$ cat src/rtl/overture_pc_unit.sv
// Program-counter stage fed by the condition evaluator. Chooses the next
// fetch address from sequential increment, conditional branch, call or
// return, and keeps return addresses in a small LIFO. A stack overflow or
// underflow parks the unit in a sticky FAULT state until reset.
module overture_pc_unit #(
    parameter int                    ADDR_WIDTH  = 8,
    parameter int                    STACK_DEPTH = 4,
    parameter logic [ADDR_WIDTH-1:0] RESET_PC    = '0
) (
    input  logic                             clk,
    input  logic                             rst,
    input  logic                             Stall,
    input  logic [1:0]                       Op,
    input  logic                             Cond_Result,
    input  logic [ADDR_WIDTH-1:0]            Target,
    output logic [ADDR_WIDTH-1:0]            PC,
    output logic                             Fetch_Valid,
    output logic                             Taken,
    output logic                             Fault,
    output logic [1:0]                       Fault_Code,
    output logic [$clog2(STACK_DEPTH):0]     Stack_Level
);

    localparam int PTR_W = $clog2(STACK_DEPTH);
    localparam int LVL_W = PTR_W + 1;

    localparam logic [ADDR_WIDTH-1:0] PC_ONE    = 1;
    localparam logic [LVL_W-1:0]      LVL_ONE   = 1;
    localparam logic [LVL_W-1:0]      LVL_ZERO  = '0;
    localparam logic [LVL_W-1:0]      LVL_FULL  = LVL_W'(STACK_DEPTH);

    localparam logic [1:0] OP_SEQ  = 2'b00;
    localparam logic [1:0] OP_BR   = 2'b01;
    localparam logic [1:0] OP_CALL = 2'b10;
    localparam logic [1:0] OP_RET  = 2'b11;

    localparam logic [1:0] FC_NONE = 2'b00;
    localparam logic [1:0] FC_OVF  = 2'b01;
    localparam logic [1:0] FC_UNF  = 2'b10;

    typedef enum logic [1:0] {
        BOOT  = 2'b00,
        RUN   = 2'b01,
        FAULT = 2'b10
    } state_e;

    state_e                  state_q, state_d;
    logic [ADDR_WIDTH-1:0]   pc_q, pc_d;
    logic                    taken_q, taken_d;
    logic [1:0]              code_q, code_d;
    logic [LVL_W-1:0]        level_q, level_d;
    logic                    push;

    logic [ADDR_WIDTH-1:0]   stack_q [STACK_DEPTH];

    logic [ADDR_WIDTH-1:0]   pc_inc;
    logic [PTR_W-1:0]        push_idx;
    logic [PTR_W-1:0]        top_idx;

    // Wrapped increment and stack pointers derived from the current level.
    always_comb begin
        pc_inc   = pc_q + PC_ONE;
        push_idx = PTR_W'(level_q);
        top_idx  = PTR_W'(level_q - LVL_ONE);
    end

    // Next-state decision: one redirect or increment per unstalled RUN cycle.
    always_comb begin
        // NOTE: every output of this block gets a default before any branch,
        // so no path leaves a variable unassigned and no latch is inferred.
        state_d = state_q;
        pc_d    = pc_q;
        taken_d = 1'b0;
        code_d  = code_q;
        level_d = level_q;
        push    = 1'b0;

        unique case (state_q)
            BOOT: state_d = RUN;
            RUN: begin
                if (!Stall) begin
                    unique case (Op)
                        OP_SEQ: pc_d = pc_inc;
                        OP_BR: begin
                            if (Cond_Result) begin
                                pc_d    = Target;
                                taken_d = 1'b1;
                            end else begin
                                pc_d = pc_inc;
                            end
                        end
                        OP_CALL: begin
                            if (level_q < LVL_FULL) begin
                                push    = 1'b1;
                                pc_d    = Target;
                                level_d = level_q + LVL_ONE;
                                taken_d = 1'b1;
                            end else begin
                                code_d  = FC_OVF;
                                state_d = FAULT;
                            end
                        end
                        OP_RET: begin
                            if (level_q != LVL_ZERO) begin
                                pc_d    = stack_q[top_idx];
                                level_d = level_q - LVL_ONE;
                                taken_d = 1'b1;
                            end else begin
                                code_d  = FC_UNF;
                                state_d = FAULT;
                            end
                        end
                        default: ;
                    endcase
                end
            end
            FAULT: ;
            default: state_d = FAULT;
        endcase
    end

    // Control and PC registers with synchronous reset overriding everything.
    always_ff @(posedge clk) begin
        // NOTE: state registers use non-blocking assignments so every register
        // samples the pre-edge values, independent of statement order.
        if (rst) begin
            state_q <= BOOT;
            pc_q    <= RESET_PC;
            taken_q <= 1'b0;
            code_q  <= FC_NONE;
            level_q <= LVL_ZERO;
        end else begin
            state_q <= state_d;
            pc_q    <= pc_d;
            taken_q <= taken_d;
            code_q  <= code_d;
            level_q <= level_d;
        end
    end

    // Return-address storage written on each successful call.
    always_ff @(posedge clk) begin
        // NOTE: the stack array has no reset; entries above Stack_Level are
        // never read, so clearing them would only add reset fan-out.
        if (push) begin
            stack_q[push_idx] <= pc_inc;
        end
    end

    assign PC          = pc_q;
    assign Fetch_Valid = (state_q == RUN);
    assign Taken       = taken_q;
    assign Fault       = (code_q != FC_NONE);
    assign Fault_Code  = code_q;
    assign Stack_Level = level_q;

endmodule

$ cat config.mk
export PLATFORM = sky130hd
export DESIGN_NAME = overture_pc_unit
export DESIGN_NICKNAME = d
export VERILOG_FILES = /design/src/rtl/overture_pc_unit.sv
export SDC_FILE = /design/constraint.sdc
export NUM_CORES = 1
export LEC_CHECK = 0
export CAP_MARGIN = 0
export CORE_UTILIZATION = 58
export CTS_CLUSTER_DIAMETER = 30
export DETAILED_ROUTE_END_ITERATION = 16
export GPL_ROUTABILITY_DRIVEN = 0
export PLACE_DENSITY = 0.91
export SYNTH_ARGS = -nofsm -noshare
export SYNTH_HDL_FRONTEND = slang
export SYNTH_SLANG_ARGS = --single-unit
export TNS_END_PERCENT = 50
$ cat constraint.sdc
create_clock -name clk -period 4.25 [get_ports clk]
set_clock_uncertainty 0.2 [all_clocks]
set_input_delay 0.85 -clock clk [delete_from_list [all_inputs] [get_ports clk]]
set_output_delay 0.85 -clock clk [all_outputs]
set_load 0.01 [all_outputs]
# [Word-level counts from Yosys, hierarchy flattened]
# Memory sizes are Yosys's and may differ from the RTL's.
# Index checks and enable logic that the tools add are counted.
[word_totals] out_inout_bits=16 n_memories=1 mem_bits_rw=32 regBits=16 input_bits=14
[memory_table] name="stack_q" words=4 width=8 read_ports=1 rd_ports_with_merged_regs=0 wr=1 line_no="54" source="logic [ADDR_WIDTH-1:0] stack_q [STACK_DEPTH];"
[op_classes] n_mux=23 addsub=3 reduce_logical=10 eq_ne=13 bitwise=3 magnitude_cmp=1
[ops] cell="$pmux W8 S4" count=1
[ops] cell="$mux W8" count=3
[ops] cell="$reduce_and A5 Y1" count=3
[ops] cell="$ne A2 B2 Y1 const B" count=5
[ops] cell="$add A8 B1 Y8 const B" count=1
[ops] cell="$mux W1" count=8
[ops] cell="$mux W2" count=4
[ops] cell="$pmux W2 S2" count=2
[ops] cell="$eq A2 B2 Y1 const B" count=3
[ops] cell="$mux W3" count=2
[ops] cell="$ne A3 B3 Y1 const B" count=2
[ops] cell="$pmux W2 S3" count=1
[ops] cell="$pmux W3 S2" count=1
[ops] cell="$eq A2 B1 Y1 const B" count=2
[ops] cell="$logic_not A2 Y1" count=2
[ops] cell="$reduce_and A4 Y1" count=1
[ops] cell="$reduce_bool A2 Y1" count=2
[ops] cell="$add A3 B1 Y3 const B" count=1
[ops] cell="$lt A3 B3 Y1 const B" count=1
[ops] cell="$ne A3 B1 Y1 const B" count=1
[ops] cell="$not A1 Y1" count=3
[ops] cell="$pmux W1 S3" count=1
[ops] cell="$reduce_bool A3 Y1" count=1
[ops] cell="$reduce_or A3 Y1" count=1
[ops] cell="$sub A3 B1 Y3 const B" count=1

# [Depth between registers and ports, before layout]
[logic_depth] ltp_word=7 depth_mapped=9

# [Worst setup path before layout]
# No wires, ideal clock.
[synth_timing] kind="input-to-reg" from="input Op[1]" to="memory stack_q[0][0] (enable)" slack_ns=1.747 cell_stages=4 t_arrival_ns=1.971 required_ns=3.718 path_cell_list="buf_2 -> clkbuf_1 -> nor4b_1 -> and2_1"
[synth_via] elab_chain_len=6
[synth_rtl] element="from (decl)" line_no="13" source="input logic [1:0] Op,"
[synth_rtl] element="$eq A2 B2 Y1" line_no="82" source="unique case (Op)"
[synth_rtl] element="$mux W1" line_no="82"
[synth_rtl] element="$mux W1" line_no="81" source="if (!Stall) begin"
[synth_rtl] element="$mux W1" line_no="78" source="unique case (state_q)"
[synth_rtl] element="$mux W1" line_no="145" source="if (push) begin"
[synth_rtl] element="$mux W1 (not written as such)" line_no="146" source="stack_q[push_idx] <= pc_inc;"
[synth_rtl] element="to (decl)" line_no="54"
# Every way passes these cells.

# [Worst setup path after layout]
[layout_timing] from="input Op[0]" to="memory stack_q[3][1] (enable)"
# Same word-level chain as after synthesis.

==> results.md <==
* Status: complete, no violations
* CTS tree: done
* TritonCTS Buffers at 5
* Routed wire per std cell at 19.4 µm
* Synth area leaders: edfxtp_1 (42%), dfxtp_1 (14%), mux4_2 (7.9%), ha_1 (3.3%), a21oi_1 (1.8%)
* Congestion Overflow GR at 0
* Total Power at roughly 0.00091 W
* GR Util All Layers at 0.260
* Hpwl dp at 3580 µm
* Cell area power density at 343 nW/µm²
* Post-synth top area share at 0.421
* Antenna violations before repair at 0
* Synth Flop Type: edfxtp_1
* Synthesis-to-finish area growth at 15.9%
* Die ar. at around 4200 µm²
* Slew headroom at 0.535
* DR vias at 1565
* Max Fclk at around 330 MHz
* Cell Area, Synth at ~2300 µm²
* Worst-Margin Slew at slightly below 700 ps
* Unrepaired setup endpoints after global routing: no
* Vias per inst at between 6 and 7
* Sequential share of the synthesized area at 0.561
* Final Max Slew Viols at 0
* Clock transition at the registers of the reported paths at roughly 80 ps
* Synthesized area per cell at about 13 µm²
* Final hold vios at 0
* Starting Density at 0.614
* Final worst-path cycle share at 0.720
* # H-tree levels at 2
* Number of synthesized flops with an enable pin at 32
* Layout Utilization at 0.712
* Maxcap violations at 0
* DRC Markers at 0
* FF+latch count, synth at between 40 and 50
* WS Path Type: in -> reg
* Vias in the first global route at 1564
* Postcts setup bufs at 0
* P_sw at between 0.0002 and 0.00025 W
* Maximum VDD drop at between 300 and 400 µV
* Routed Wire Length at about 4800 µm
* Synth Net Count at about 190
* Min-delay worst type: reg -> reg
* Worst setup EP type: register
* Sw Ratio at 0.243
* Cts hold-fix bufs at 0
* Final Net Count at approximately 220
* Worst-Skew Late Latency at ~300 ps
* I/O Pins at 30
* CP startpoint kind: primary input
* Synth Instances at 172
* Core ar. at ~3700 µm²
* Die width at about 65 µm
* 1st-pass router iterations at 6
* Largest net degree at the start of global routing at 20
* First-pass GRT wire length at ~8000 µm
* Root buffer cell: clkbuf_8
* Largest area contributor in the netlist: edfxtp_1
* Standard-cell rows at 22
* Hold slack at roughly 330 ps
* TritonCTS sink count at 48
* Clock power frac at 0.282
* Sum Neg Setup Slack at 0 ps
* PostCTS Resize Cnt at 0
* Synth Warn # at 0
* Final ANT Viol Nets at 0
* Ys async rst share at 0
* # diodes at 0
* Min Clock Period, post-route at between 3000 and 4000 ps
* Synth cell types at 46
* Share of layout cells above drive strength 1 at 0.111
* Setup Viol. Count Final at 0
* CP Data Arrival Time at approximately 2800 ps
* DIE HEIGHT at around 65 µm
* FILL cells at between 200 and 300
* Port bufs at 29
* P_leak at between 0.8 and 0.9 nW
* Max Fanout on Critical Path at 19
* Detailed router's first-iteration violation count at roughly 130
* Bufs on Longest Clock Path at 2
* Sequential group share of total power at 0.580
* Internal at ~0.0007 W
* CP required at roughly 4000 ps
* Combinational share of power at 0.138
-- per-layer routing --
layer  wire length (µm)  up-vias  track usage  share of wire
met4                 99        0        0.106          0.021
met1               1960      752        0.349           0.41
li1                   -      717            -              -
met5                  0        -            0              0
met2               2300       81        0.402           0.48
met3                420       15       0.0687          0.088
-- worst paths after layout --
check | from | to | slack (ps) | cells past startpoint
hold / removal | Fault_Code[1] | Fault_Code[1] | 330 | 2
setup / recovery | Op[0] | stack_q[3][1] | 1190 | 3
hold reg to reg | Fault_Code[1] | Fault_Code[1] | 330 | 2
setup reg to reg | Stack_Level[0] | PC[6] | 1490 | 5
-- registers in the layout, indices dropped and copies added, names as in the netlist --
| register | cells |
|---|---|
| Fault_Code | 2 |
| PC | 8 |
| Stack_Level | 3 |
| Taken | 1 |
| stack_q | 32 |
| state_q | 2 |
-- cell families (layout without fill, tap and decap cells) --
logic type | Yosys count | in the layout | synth area share
flops | 48 | 48 | 0.561
simple gates | 45 | 45 | 0.115
compound gates | 39 | 39 | 0.130
buf+inv | 15 | 41 | 0.0378
mux | 12 | 12 | 0.0965
xor+xnor | 7 | 7 | 0.0269
fa+ha+maj | 6 | 6 | 0.0329
-- worst max-delay path, stage by stage --
cell and delay (ps):
clkdlybuf4s50_1 770, nor4b_1 710, and2_1 470
-- stage by stage --
stage / worst slack [ps] / instance area (µm²) / instances
finish: 1190 / 2650 / 246
global route: 1100 / 2650 / 246
CTS: 1250 / 2650 / 246
detailed placement: 945 / 2560 / 238
global placement: 1030 / 2560 / 238
floorplan: 1750 / 2280 / 172
-- cells in the final DEF (no fill, tap or decap), drive strengths merged, types with 3 or more instances in the layout --
master | netlist | layout
dfxtp | 16 | 16
nor2 | 8 | 8
nand3 | 5 | 5
o21ai | 3 | 3
edfxtp | 32 | 32
nand2 | 7 | 7
mux4 | 8 | 8
clkbuf | 3 | 6
a211o | 3 | 3
and2 | 5 | 5
nor4 | 3 | 3
a311oi | 3 | 3
inv | 4 | 4
nor2b | 4 | 4
ha | 6 | 6
xor2 | 3 | 3
xnor2 | 4 | 4
a211oi | 6 | 6
mux2i | 4 | 4
clkdlybuf4s50 | 0 | 29
a21oi | 10 | 10
-- final cells by class --
class | instances | area [µm²] | share of cell area
Clock inverter | 2 | 11.3 | 0.00426
Tap cell | 48 | 60.1 | 0.0227
Inverter | 4 | 15.0 | 0.00568
Multi-Input combinational cell | 109 | 915 | 0.346
Sequential cell | 48 | 1280 | 0.484
Timing Repair Buffer | 29 | 290 | 0.110
Clock buffer | 6 | 72.6 | 0.0274
-- Yosys cell counts (3+ instances only) --
cell type and number:
nor2_1 8, o21ai_0 3, edfxtp_1 32, a21oi_1 8, and2_1 5, a211o_1 3, nor2b_1 4, xnor2_1 4
buf_6 3, xor2_1 3, a311oi_1 3, ha_1 6, mux4_2 8, nand2_1 7, nand3_1 5, inv_1 4
nor4_1 3, mux2i_1 4, a211oi_1 5, dfxtp_1 16
-- power by group through the flow --
stage          Clock [W]  Sequential (W)  Combinational, W
2_1_floorplan          0        0.000533         0.0000792
3_3_place_gp           0        0.000535          0.000119
3_5_place_dp           0        0.000536          0.000123
4_1_cts         0.000260        0.000526          0.000124
5_1_grt         0.000282        0.000528          0.000135
6_report        0.000256        0.000526          0.000125
Note: power is estimated with default switching activity, not from simulation.
==> edit 1: new RTL, same settings <==
Put a register stage on the output `Fault`, without a reset. The value now appears one clock later. The other outputs are not delayed to match.
--- a/src/rtl/overture_pc_unit.sv
+++ b/src/rtl/overture_pc_unit.sv
@@ -151,5 +151,7 @@
     assign Fetch_Valid = (state_q == RUN);
     assign Taken       = taken_q;
-    assign Fault       = (code_q != FC_NONE);
+    always_ff @(posedge clk) begin
+        Fault <= (code_q != FC_NONE);
+    end
     assign Fault_Code  = code_q;
     assign Stack_Level = level_q;
Function: changed (Yosys sat finds a counterexample within 4 cycles, from zero or initial values and one cycle with rst high).
==> edit 1 against the original RTL <==
Setup slack better by 0.011 ns; combinational power is 5% higher; routed wire length is 4.6% higher; area after synthesis is 0.88% higher; die area is 0.84% higher; total power is 2.5% higher; sequential cell count is 1 higher; design area is 1.1% higher; highest routed layer unchanged.
==> edit 1: results (changes against the original RTL) <==
status - finished, final reports clean
WL final - 5000 µm (+4.6%)
non-filler instance count after layout - 248 (+0.81%)
final net count - 219 (+0.92%)
vias in the first global route - 1598 (+2.2%)
Placement Setup Slack - 0.928 ns (-0.0166 ns)
Cell Area, Synth - 2300 µm² (+0.88%)
Area contributors post-synth - edfxtp_1 (42%), dfxtp_1 (15%), mux4_2 (7.8%)
via/cell ratio - 6.40 (+0.59%)
clock buf count - 5 (-1)
Fillers - 267 (+6.8%)
hold depth - 1 (-1)
post-synthesis mux area share - 9.57% (-0.084 points)
Layout clock area frac - 3.23% (+0.058 points)
Worst R2R Path Depth - 6 (+1)
fraction of layout cells with a size suffix above 1 - 12.0% (+0.89 points)
P&R area growth vs syn - 16.2%
sequential fraction of the synthesis area - 56.5% (+0.38 points)
Crit path arrival time - 3.05 ns (+0.24 ns)
Synth Area in XOR/XNOR - 2.66% (-0.023 points)
switching share of power - 24.9% (+0.68 points)
Worst Hold Endpoint - Fault
Reg-to-Reg End - PC[2]
r2r setup slk - 1.71 ns (+0.22 ns)
Non-CTS buffers - 30 (+3.4%)
Cells after Synth - 173 (+0.58%)
first-pass GRT wire length - 8050 µm (+2.9%)
First DRT Iteration DRCs - 106 (-17%)
post-DP HPWL - 3520 µm (-1.8%)
Max Clk Rate - 328 MHz (+0.37%)
Pre-antenna DRT Iters - 4 (-2)
Placed Area - 2590 µm² (+1.1%)
Synth top cells by count - edfxtp_1 (32), dfxtp_1 (17), a21oi_1 (8), mux4_2 (8), nor2_1 (8)
Placed Cells - 240 (+0.84%)
Overall Global Routing Usage - 26.2% (+0.23 points)
## edit 1: critical path, cell delays in order
cell,delay [ns]
clkdlybuf4s50_1,0.91
nand2_1,0.10
mux2i_1,0.66
a222oi_1,0.23
a211oi_1,0.30
## edit 1: power groups by stage
stage                     registers [W]  clock network (W)   logic, W
final                          0.000533           0.000265   0.000131
after global routing           0.000534           0.000288   0.000141
after detailed placement       0.000543                  0   0.000130
after floorplan                0.000544                  0  0.0000788
after global placement         0.000542                  0   0.000125
after CTS                      0.000532           0.000264   0.000130
## edit 1: layer usage
layer	vias to the layer above	routed length (µm)	share of wire [%]	global-route usage [%]
li1	722	-	-	-
met1	775	2050	41	35.7
met2	78	2400	48	41.0
met3	12	453	9.1	5.11
met4	0	98	2.0	11.1
met5	-	0	0	0
==> edit 2: new RTL, config.mk and constraints unchanged <==
Without the edit above. The parameter `ADDR_WIDTH` goes from 8 to 6.
--- a/src/rtl/overture_pc_unit.sv
+++ b/src/rtl/overture_pc_unit.sv
@@ -4,5 +4,5 @@
 // underflow parks the unit in a sticky FAULT state until reset.
 module overture_pc_unit #(
-    parameter int                    ADDR_WIDTH  = 8,
+    parameter int                    ADDR_WIDTH  = 6,
     parameter int                    STACK_DEPTH = 4,
     parameter logic [ADDR_WIDTH-1:0] RESET_PC    = '0
Ports: changed (resized PC and Target); port bits go from 30 to 26. The function was not compared with the original's and may differ.
==> edit 2 against the original RTL <==
Critical path depth up 3; global-route usage down 0.26 points; sequential cell count down 10; routed wire length down 20%; design area down 17%; total power down 14%; setup slack worse by 0.018 ns; combinational power down 10%; area after synthesis down 19%; via count down 13%; die area down 18%; utilization up 1.8 points; critical path type unchanged; critical endpoint is now PC[1].
==> edit 2: results (changes against the original RTL) <==
status - finished, final reports clean
Area contributors post-synth - edfxtp_1 (39%), dfxtp_1 (15%), mux4_2 (7.3%)
Pre-antenna DRT Iters - 5 (-1)
fraction of area in multi-input gates - 35.6% (+1.0 points)
combinational power - 0.000112 W (-10%)
Placed Cells - 215 (-9.7%)
multi-input gate count - 100 (-8.3%)
WL final - 3820 µm (-20%)
non-filler instance count after layout - 223 (-9.3%)
clk root buf - clkbuf_4
fraction of layout cells with a size suffix above 1 - 11.7% (+0.62 points)
Synth top cells by count - edfxtp_1 (24), dfxtp_1 (14), nor2_1 (9)
post-DP HPWL - 2760 µm (-23%)
static leakage - 0.773 nW (-13%)
port buffer count - 25 (-14%)
Mean Syn Cell Area - 12.0 µm² (-9.5%)
Reg power frac - 53.6% (-4.4 points)
largest net degree at the start of global routing - 17 (-15%)
first-pass GRT wire length - 6330 µm (-19%)
Clock Latency Late Sink - 0.35 ns (+0.05 ns)
Logic inverters - 7 (+3)
Hold Worst Slack - 0.302 ns (-0.0248 ns)
max FFs per register - 24 (-25%)
sequential fraction of the synthesis area - 54.1% (-2.0 points)
Critical Path Fanout Max - 16 (-3)
[edit 2: cell count changes after synthesis, sizes merged, moves of 3 or more]
cell	unedited run	this run
edfxtp	32	24
a211oi	6	2
buf	8	4
nor3	0	4
or3	0	4
a2111oi	0	3
inv	4	7
nand2	7	4
o21ai	3	6
[edit 2: cell families after synthesis]
kind of cell | count (synthesis) | synth area share (%)
AOI/OAI and AO/OA | 31 | 11.5
adders and majority gates | 6 | 4.06
DFF | 38 | 54.1
and+or+nand+nor | 46 | 13.9
xor gates and xnor gates | 5 | 2.37
buffers and inverters | 16 | 3.38
muxes | 12 | 10.6
[edit 2: layer usage]
layer	vias up	wire length [µm]	track usage (%)
met2	84	1810	38.8
met1	641	1580	32.7
met5	-	0	0
li1	627	-	-
met4	0	93	13.6
met3	13	334	9.45
[edit 2: critical path, stage by stage]
cell and delay, ns:
clkdlybuf4s50_1 0.64, buf_4 0.27, and3b_1 0.24, nor3_1 0.60, nor2_1 0.07, a2111oi_0 0.43
